===== src/rtl/vt52_stream_arbiter.sv =====
// ---------------------------------------------------------------------------
// vt52_stream_arbiter
//
// Purpose:
//   Merges two byte streams (A: UART receive FIFO, B: local status/message
//   generator) into a single command-handler stream. Sources are normally
//   round-robin arbitrated, but a VT52 escape sequence (ESC, or ESC 'Y' row col)
//   locks the arbiter to the source that started it until the sequence ends,
//   so sequence bytes from one source are never interleaved with the other.
//
// Datapath is a zero-latency combinational pass-through; only the arbitration
// state is registered.
//
// Ports:
//   clk        - single clock, all state updates on rising edge
//   reset      - synchronous, active-high
//   a_data/a_valid/a_ready - source A byte stream
//   b_data/b_valid/b_ready - source B byte stream
//   out_data/out_valid/out_ready - merged stream to the command handler
//   owner      - selected source (0 = A, 1 = B)
//   busy       - high while an escape sequence holds the lock
//   seq_abort  - one-cycle pulse when the stall watchdog breaks a lock
//
// Configuration:
//   STREAM_ARB_TIMEOUT_EN - when defined, compiles in a stall watchdog that
//   breaks a lock after TIMEOUT_CYCLES cycles without a transfer. When not
//   defined, no counter exists, seq_abort is tied low and a lock is held
//   indefinitely.
// ---------------------------------------------------------------------------
module vt52_stream_arbiter #(
  parameter int unsigned TIMEOUT_CYCLES = 1024
) (
  input  logic       clk,
  input  logic       reset,
  input  logic [7:0] a_data,
  input  logic       a_valid,
  output logic       a_ready,
  input  logic [7:0] b_data,
  input  logic       b_valid,
  output logic       b_ready,
  output logic [7:0] out_data,
  output logic       out_valid,
  input  logic       out_ready,
  output logic       owner,
  output logic       busy,
  output logic       seq_abort
);

  localparam logic [1:0] ST_IDLE = 2'd0;
  localparam logic [1:0] ST_ESC1 = 2'd1;
  localparam logic [1:0] ST_ARG2 = 2'd2;
  localparam logic [1:0] ST_ARG1 = 2'd3;

  localparam logic [7:0] ESC_BYTE = 8'h1B;
  localparam logic [7:0] Y_BYTE   = 8'h59;

  logic [1:0] state_r;
  logic [1:0] state_nxt_s;
  // last_r doubles as the locked owner: entering a sequence records the owner.
  logic       last_r;
  logic       last_nxt_s;
  logic       owner_s;
  logic       sel_valid_s;
  logic [7:0] sel_data_s;
  logic       xfer_s;
  logic       timeout_s;

  // Source selection: locked owner outside IDLE, otherwise round robin.
  always_comb begin
    owner_s = ~last_r;
    if (state_r != ST_IDLE) begin
      owner_s = last_r;
    end else if (a_valid && !b_valid) begin
      owner_s = 1'b0;
    end else if (b_valid && !a_valid) begin
      owner_s = 1'b1;
    end else begin
      owner_s = ~last_r;
    end
  end

  // Pass-through datapath; data forced to zero when nothing is presented.
  always_comb begin
    sel_valid_s = owner_s ? b_valid : a_valid;
    if (sel_valid_s) begin
      sel_data_s = owner_s ? b_data : a_data;
    end else begin
      sel_data_s = 8'h00;
    end
  end

  assign xfer_s    = sel_valid_s && out_ready;
  assign out_valid = sel_valid_s;
  assign out_data  = sel_data_s;
  assign a_ready   = ~owner_s & out_ready;
  assign b_ready   = owner_s & out_ready;
  assign owner     = owner_s;
  assign busy      = (state_r != ST_IDLE);

  // Escape-sequence decoder; only transfers advance it.
  always_comb begin
    state_nxt_s = state_r;
    last_nxt_s  = last_r;
    case (state_r)
      ST_IDLE: begin
        if (xfer_s) begin
          last_nxt_s = owner_s;
          if (sel_data_s == ESC_BYTE) begin
            state_nxt_s = ST_ESC1;
          end else begin
            state_nxt_s = ST_IDLE;
          end
        end else begin
          state_nxt_s = ST_IDLE;
        end
      end
      ST_ESC1: begin
        if (xfer_s) begin
          state_nxt_s = (sel_data_s == Y_BYTE) ? ST_ARG2 : ST_IDLE;
        end else begin
          state_nxt_s = ST_ESC1;
        end
      end
      ST_ARG2: begin
        if (xfer_s) begin
          state_nxt_s = ST_ARG1;
        end else begin
          state_nxt_s = ST_ARG2;
        end
      end
      ST_ARG1: begin
        if (xfer_s) begin
          state_nxt_s = ST_IDLE;
        end else begin
          state_nxt_s = ST_ARG1;
        end
      end
      default: begin
        state_nxt_s = ST_IDLE;
      end
    endcase
  end

`ifdef STREAM_ARB_TIMEOUT_EN
  localparam logic [15:0] TIMEOUT_L = 16'(TIMEOUT_CYCLES);

  logic [15:0] stall_cnt_r;
  logic [15:0] stall_cnt_nxt_s;
  logic        seq_abort_r;

  // Stall watchdog: the limit fires on the edge that would bring the count
  // to TIMEOUT_CYCLES; a transfer in that cycle clears it instead.
  always_comb begin
    stall_cnt_nxt_s = 16'd0;
    timeout_s       = 1'b0;
    if ((state_r != ST_IDLE) && !xfer_s) begin
      if ((stall_cnt_r + 16'd1) == TIMEOUT_L) begin
        timeout_s       = 1'b1;
        stall_cnt_nxt_s = 16'd0;
      end else begin
        stall_cnt_nxt_s = stall_cnt_r + 16'd1;
      end
    end else begin
      stall_cnt_nxt_s = 16'd0;
    end
  end

  // Watchdog counter and registered abort pulse.
  always_ff @(posedge clk) begin
    if (reset) begin
      stall_cnt_r <= 16'd0;
      seq_abort_r <= 1'b0;
    end else begin
      stall_cnt_r <= stall_cnt_nxt_s;
      seq_abort_r <= timeout_s;
    end
  end

  assign seq_abort = seq_abort_r;
`else
  assign timeout_s = 1'b0;
  assign seq_abort = 1'b0;
`endif

  // Arbitration state; an abort returns to IDLE with last keeping the owner.
  always_ff @(posedge clk) begin
    if (reset) begin
      state_r <= ST_IDLE;
      last_r  <= 1'b1;
    end else if (timeout_s) begin
      state_r <= ST_IDLE;
      last_r  <= last_r;
    end else begin
      state_r <= state_nxt_s;
      last_r  <= last_nxt_s;
    end
  end

endmodule


===== config.mk =====
export PLATFORM = sky130hd
export DESIGN_NAME = vt52_stream_arbiter
export DESIGN_NICKNAME = d
export VERILOG_FILES = /design/src/rtl/vt52_stream_arbiter.sv
export SDC_FILE = /design/constraint.sdc
export NUM_CORES = 1
export LEC_CHECK = 0
export ABC_AREA = 1
export BUFFER_PORTS_ARGS = -buffer_cell sky130_fd_sc_hd__buf_2
export CAP_MARGIN = 20
export CORE_MARGIN = 2
export CORE_UTILIZATION = 40
export CTS_BUF_LIST = sky130_fd_sc_hd__clkbuf_4
export DETAILED_ROUTE_END_ITERATION = 8
export GPL_TIMING_DRIVEN = 0
export PLACE_DENSITY = 0.77
export SLEW_MARGIN = 40
export SYNTH_ARGS = -nofsm -noshare
export SYNTH_HDL_FRONTEND = slang
export SYNTH_SLANG_ARGS = --single-unit

===== constraint.sdc =====
create_clock -name clk -period 1.6 [get_ports clk]
set_input_delay 0.32 -clock clk [delete_from_list [all_inputs] [get_ports clk]]
set_output_delay 0.32 -clock clk [all_outputs]
set_load 0.02 [all_outputs]

# Word-level counts from Yosys, hierarchy flattened
# Index checks and enable logic that the tools add are counted.
[word_totals]
ff_bits = 3
in_bits = 21
out_inout_bits = 14
elab_cells = 32
[classes]
eq_ne = 5
n_mux = 13
bitwise = 4
n_reduce_logical = 8
[op_table]
columns = ["op", "n"]
rows = [
  ["8-bit 2-to-1 mux", 2],
  ["8-bit by 5-bit equality test with 1-bit output, second input constant", 1],
  ["8-bit by 7-bit equality test with 1-bit output, second input constant", 1],
  ["2-bit 2-to-1 mux", 4],
  ["2-bit one-hot mux with 4 select lines", 1],
  ["1-bit 2-to-1 mux", 6],
  ["2-bit equality test, second input constant", 2],
  ["1-bit logical AND", 3],
  ["1-bit bitwise AND", 2],
  ["2-bit by 1-bit equality test with 1-bit output, second input constant", 1],
  ["1-bit zero test", 2],
  ["2-bit zero test", 1],
  ["1-bit NOT", 2],
  ["2-bit AND reduction", 1],
  ["2-bit nonzero test", 1],
]

# Longest topological paths before layout
[logic_depth]
word_depth = 11
depth_mapped = 13
depth_no_buf = 12

# Least setup slack after synthesis
# OpenSTA, ideal clock, no wires.
[synth_path]
path_kind = "register to output"
startpoint = "register state_r[0]"
endpoint = "output out_data[2]"
arrival_ns = 1.408
path_slack_ns = -0.128
stages_incl_launch_ff = 10
n_path_buf = 2
path_cell_list = "dfxtp_1 > nor2_2 > inv_2 > nand2_2 > buf_6 > nand3_2 > nand2_2 > buf_6 > inv_1 > nor2_1"
[synth_via]
elab_chain_cells = 4
[synth_rtl]
columns = ["element", "line", "rtl"]
rows = [
  ["start, declared", "57", "logic [1:0] state_r;"],
  ["start signal, assigned", "194", "state_r <= state_nxt_s;"],
  ["2-bit nonzero test", "--", ""],
  ["net busy", "45", "output logic busy,"],
  ["1-bit 2-to-1 mux", "71", "if (state_r != ST_IDLE) begin"],
  ["1-bit 2-to-1 mux", "84", "sel_valid_s = owner_s ? b_valid : a_valid;"],
  ["net out_valid", "42", "output logic out_valid,"],
  ["8-bit 2-to-1 mux", "85", "if (sel_valid_s) begin"],
  ["end, declared", "41", "output logic [7:0] out_data,"],
]
# The timed path passes the listed nets, and every way through them passes these cells.

# Worst setup path in the final report
[layout_path]
startpoint = "register state_r[1]"
endpoint = "output out_data[3]"
[layout_via]
elab_chain_cells = 4
[layout_rtl]
columns = ["element", "line"]
rows = [
  ["2-bit nonzero test (*)", "71"],
  ["1-bit 2-to-1 mux (*)", "71"],
  ["8-bit 2-to-1 mux or 1-bit 2-to-1 mux (tied branches)", "86, 84"],
  ["8-bit 2-to-1 mux (*)", "85"],
]
# Mark *: on every way between the ends. The rest lies on a longest branch, timed or not.

==> impl_metrics.json <==
{
  "status": "complete, but fails checks",
  "violations": "negative setup slack",
  "synth_cell_types": 20,
  "reg2reg_to": "state_r[1]",
  "rsz0062_at_grt": "yes",
  "hpwl_mm": 1.14,
  "track_usage": 0.287,
  "min_to": "state_r[0]",
  "p_int_uw": 352,
  "min_path_cells": 2,
  "cts.sinks": 3,
  "avgSynthCellArea_um2": 5.19,
  "finalCritPeriodShare": 1.24,
  "cts_tree": "built",
  "clk_path_buf_depth": 2,
  "synth-seq-cells": 3,
  "critPathMostFrequentCell": "nand2_1",
  "clkPwrFrac": 0.267,
  "power_density_nw_per_um2": 583,
  "grt_antenna_before_repair": 0,
  "die_area_um2": 1620,
  "hold_ws_ns": 0.284,
  "die_x_um": 40.2,
  "pin_count": 35,
  "yosys_warnings": 0,
  "crit_required_ns": 1.28,
  "min_period_ns": 1.98,
  "area_delta_synth_final_pct": 96.9,
  "cts_made_buffers": 3,
  "placed_area_um2": 718,
  "wl_mm": 2.27,
  "finalHoldViolCount": 0,
  "reg2regPathDepth": 14,
  "wire_per_inst_um": 13.2,
  "grt_pass1_wl_mm": 3.14,
  "grt_max_degree": 11,
  "worstSetupPathType": "reg -> out",
  "clock_skew_ns": 0.00307,
  "switching_share": 0.414,
  "slowest_delay_ns": 0.33,
  "synth_nets": 122,
  "grt-ovfl-total": 0,
  "drt_iter0_markers": 28,
  "grt_pass1_vias": 765,
  "max_clock_freq_mhz": 506,
  "rows": 13,
  "dieHeight_um": 40.2,
  "cap_violations": 0,
  "core_um2": 1270,
  "setup_violations": 14,
  "r2r-start": "state_r[1]",
  "insertion_delay_ns": 0.24,
  "arrival_ns": 1.66,
  "hold_path.startpoint": "reset",
  "rrSetupSlack_ns": -0.16,
  "cts_max_level": 1,
  "crit_path_start_kind": "flip-flop",
  "power_leakage_nw": 0.603,
  "clock-root-buffer": "clkbuf_4",
  "synth_cells": 101,
  "power_switching_uw": 249,
  "drc": 0,
  "fin_ws_ns": -0.376,
  "ctsHoldBuffers": 0,
  "slew_viol_final": 0,
  "vias": 842,
  "nFillCells": 70,
  "drive_above_1_share": 0.586,
  "cp_cell_sequence": "nor2_4 > nand2_1 > inv_1 > nand2_2 > nand2_2 > buf_4 > buf_6 > nand2_1 > nand2_1 > inv_1 > nand2_1 > inv_1 > buf_2",
  "detail-route-antenna-nets": 0,
  "worstSetupEndpointType": "primary output",
  "hold_class": "in -> reg",
  "slowest_stage": "dfxtp_2",
  "pwr-share-comb": 0.597,
  "p_seq_frac": 0.135,
  "path_clk_slew_ns": 0.04,
  "port_buffers": 33,
  "start_util": 0.413,
  "dpl_worst_slack_ns": -0.168,
  "diodes": 0,
  "first_pass_iters": 4,
  "viasPerCell": 4.90,
  "cp_max_fo": 5,
  "design_area_um2": 1030,
  "gp_congestion": 0.795,
  "syn_area_um2": 524,
  "synth_sequential_area_ratio": 0.115,
  "peakVddDrop_uv": 267,
  "nets": 179
}
==> repair_timing <==
action / in CTS / in global routing
setup endpoints to repair: 12 / 15
pin swaps: 5 / 7
gates resized for setup: 26 / 17
buffers inserted: 19 / 2
cloned: 1 / 0
==> per-layer routing <==
metal	share of wire	up-vias	global-route usage
li1	-	414	-
met1	0.41	385	0.334
met2	0.54	41	0.508
met3	0.045	2	0.0278
met4	0.0018	0	0.158
met5	0	-	0
==> critical path, delay by kind of cell, from the launching register on <==
family	cells	cell delay, ns
buf+inv	6	0.54
simple gates	7	0.53
flops	1	0.33
==> sequential cells by signal, indices dropped and copies added (netlist names) <==
register  flops
last_r        1
state_r       2
==> synth_stat cells, drive strengths merged <==
cell type	n	share of area
o21bai	1	0.014
nand3b	3	0.043
buf	5	0.088
o21ai	2	0.026
dfxtp	3	0.11
inv	23	0.16
nor2	13	0.098
nand2	31	0.24
a21oi	3	0.036
nand3	15	0.15
conb	1	0.0072
o211ai	1	0.014
==> final cells by class <==
class | count | area [um2] | area share
inverters | 23 | 90.1 | 0.0873
plain buffers | 5 | 46.3 | 0.0448
well taps | 15 | 18.8 | 0.0182
multi-input cells | 70 | 412 | 0.399
clock buffers | 4 | 30.0 | 0.0291
flip-flops and latches | 3 | 63.8 | 0.0618
repair buffers | 52 | 372 | 0.360
==> cell families (layout without fill, tap and decap cells) <==
group,after synthesis,count (layout),share of synthesized area
AO/OA/AOI/OAI,7,7,0.0907
flip-flops,3,3,0.115
other,1,1,0.00715
AND/OR/NAND/NOR,62,62,0.535
buffers and inverters,28,84,0.253
==> per-stage QoR <==
stage | TNS (ns) | total power, mW | utilization | cells
CTS | -3.03 | 0.560 | 0.763 | 173
global placement | -0.701 | 0.314 | 0.566 | 149
finish | -3.87 | 0.601 | 0.814 | 172
global route | -4.79 | 0.627 | 0.814 | 172
floorplan | -0.292 | 0.243 | - | 101
detailed placement | -0.941 | 0.319 | 0.566 | 149
==> power by group through the flow <==
stage	clock network (mW)	logic (mW)	registers [mW]
finish	0.161	0.359	0.0813
global route	0.162	0.384	0.0816
CTS	0.159	0.320	0.0809
detailed placement	0	0.237	0.0815
global placement	0	0.233	0.0816
floorplan	0	0.162	0.0808
==> layout by cell type, fill, tap and decap left out <==
cell type   instances
buf_2              25
buf_6              14
conb_1              1
nand3_2             2
o21ai_2             1
o21bai_1            1
nand3_1            11
nor2_4              2
nand2_1            23
dfxtp_2             3
clkinvlp_4          1
inv_1              19
nor2_1              5
nor2_2              6
o211ai_1            1
a21oi_2             3
clkbuf_4            4
buf_4              18
o21ai_1             1
nand2_2             7
nand2_4             1
nand3b_1            3
nand3_4             2
inv_2               3
==> worst max-delay path by stage <==
stage	startpoint	endpoint	slack [ns]	cells past startpoint
after global routing	state_r[1]	out_data[3]	-0.44	13
final	state_r[1]	out_data[3]	-0.38	13
after floorplan	state_r[0]	out_data[2]	-0.07	9
after CTS	state_r[1]	out_data[5]	-0.33	11
after global placement	state_r[0]	out_data[4]	-0.12	10
after detailed placement	state_r[0]	out_data[5]	-0.17	10
No activity file was read; power rests on OpenSTA's default activity.
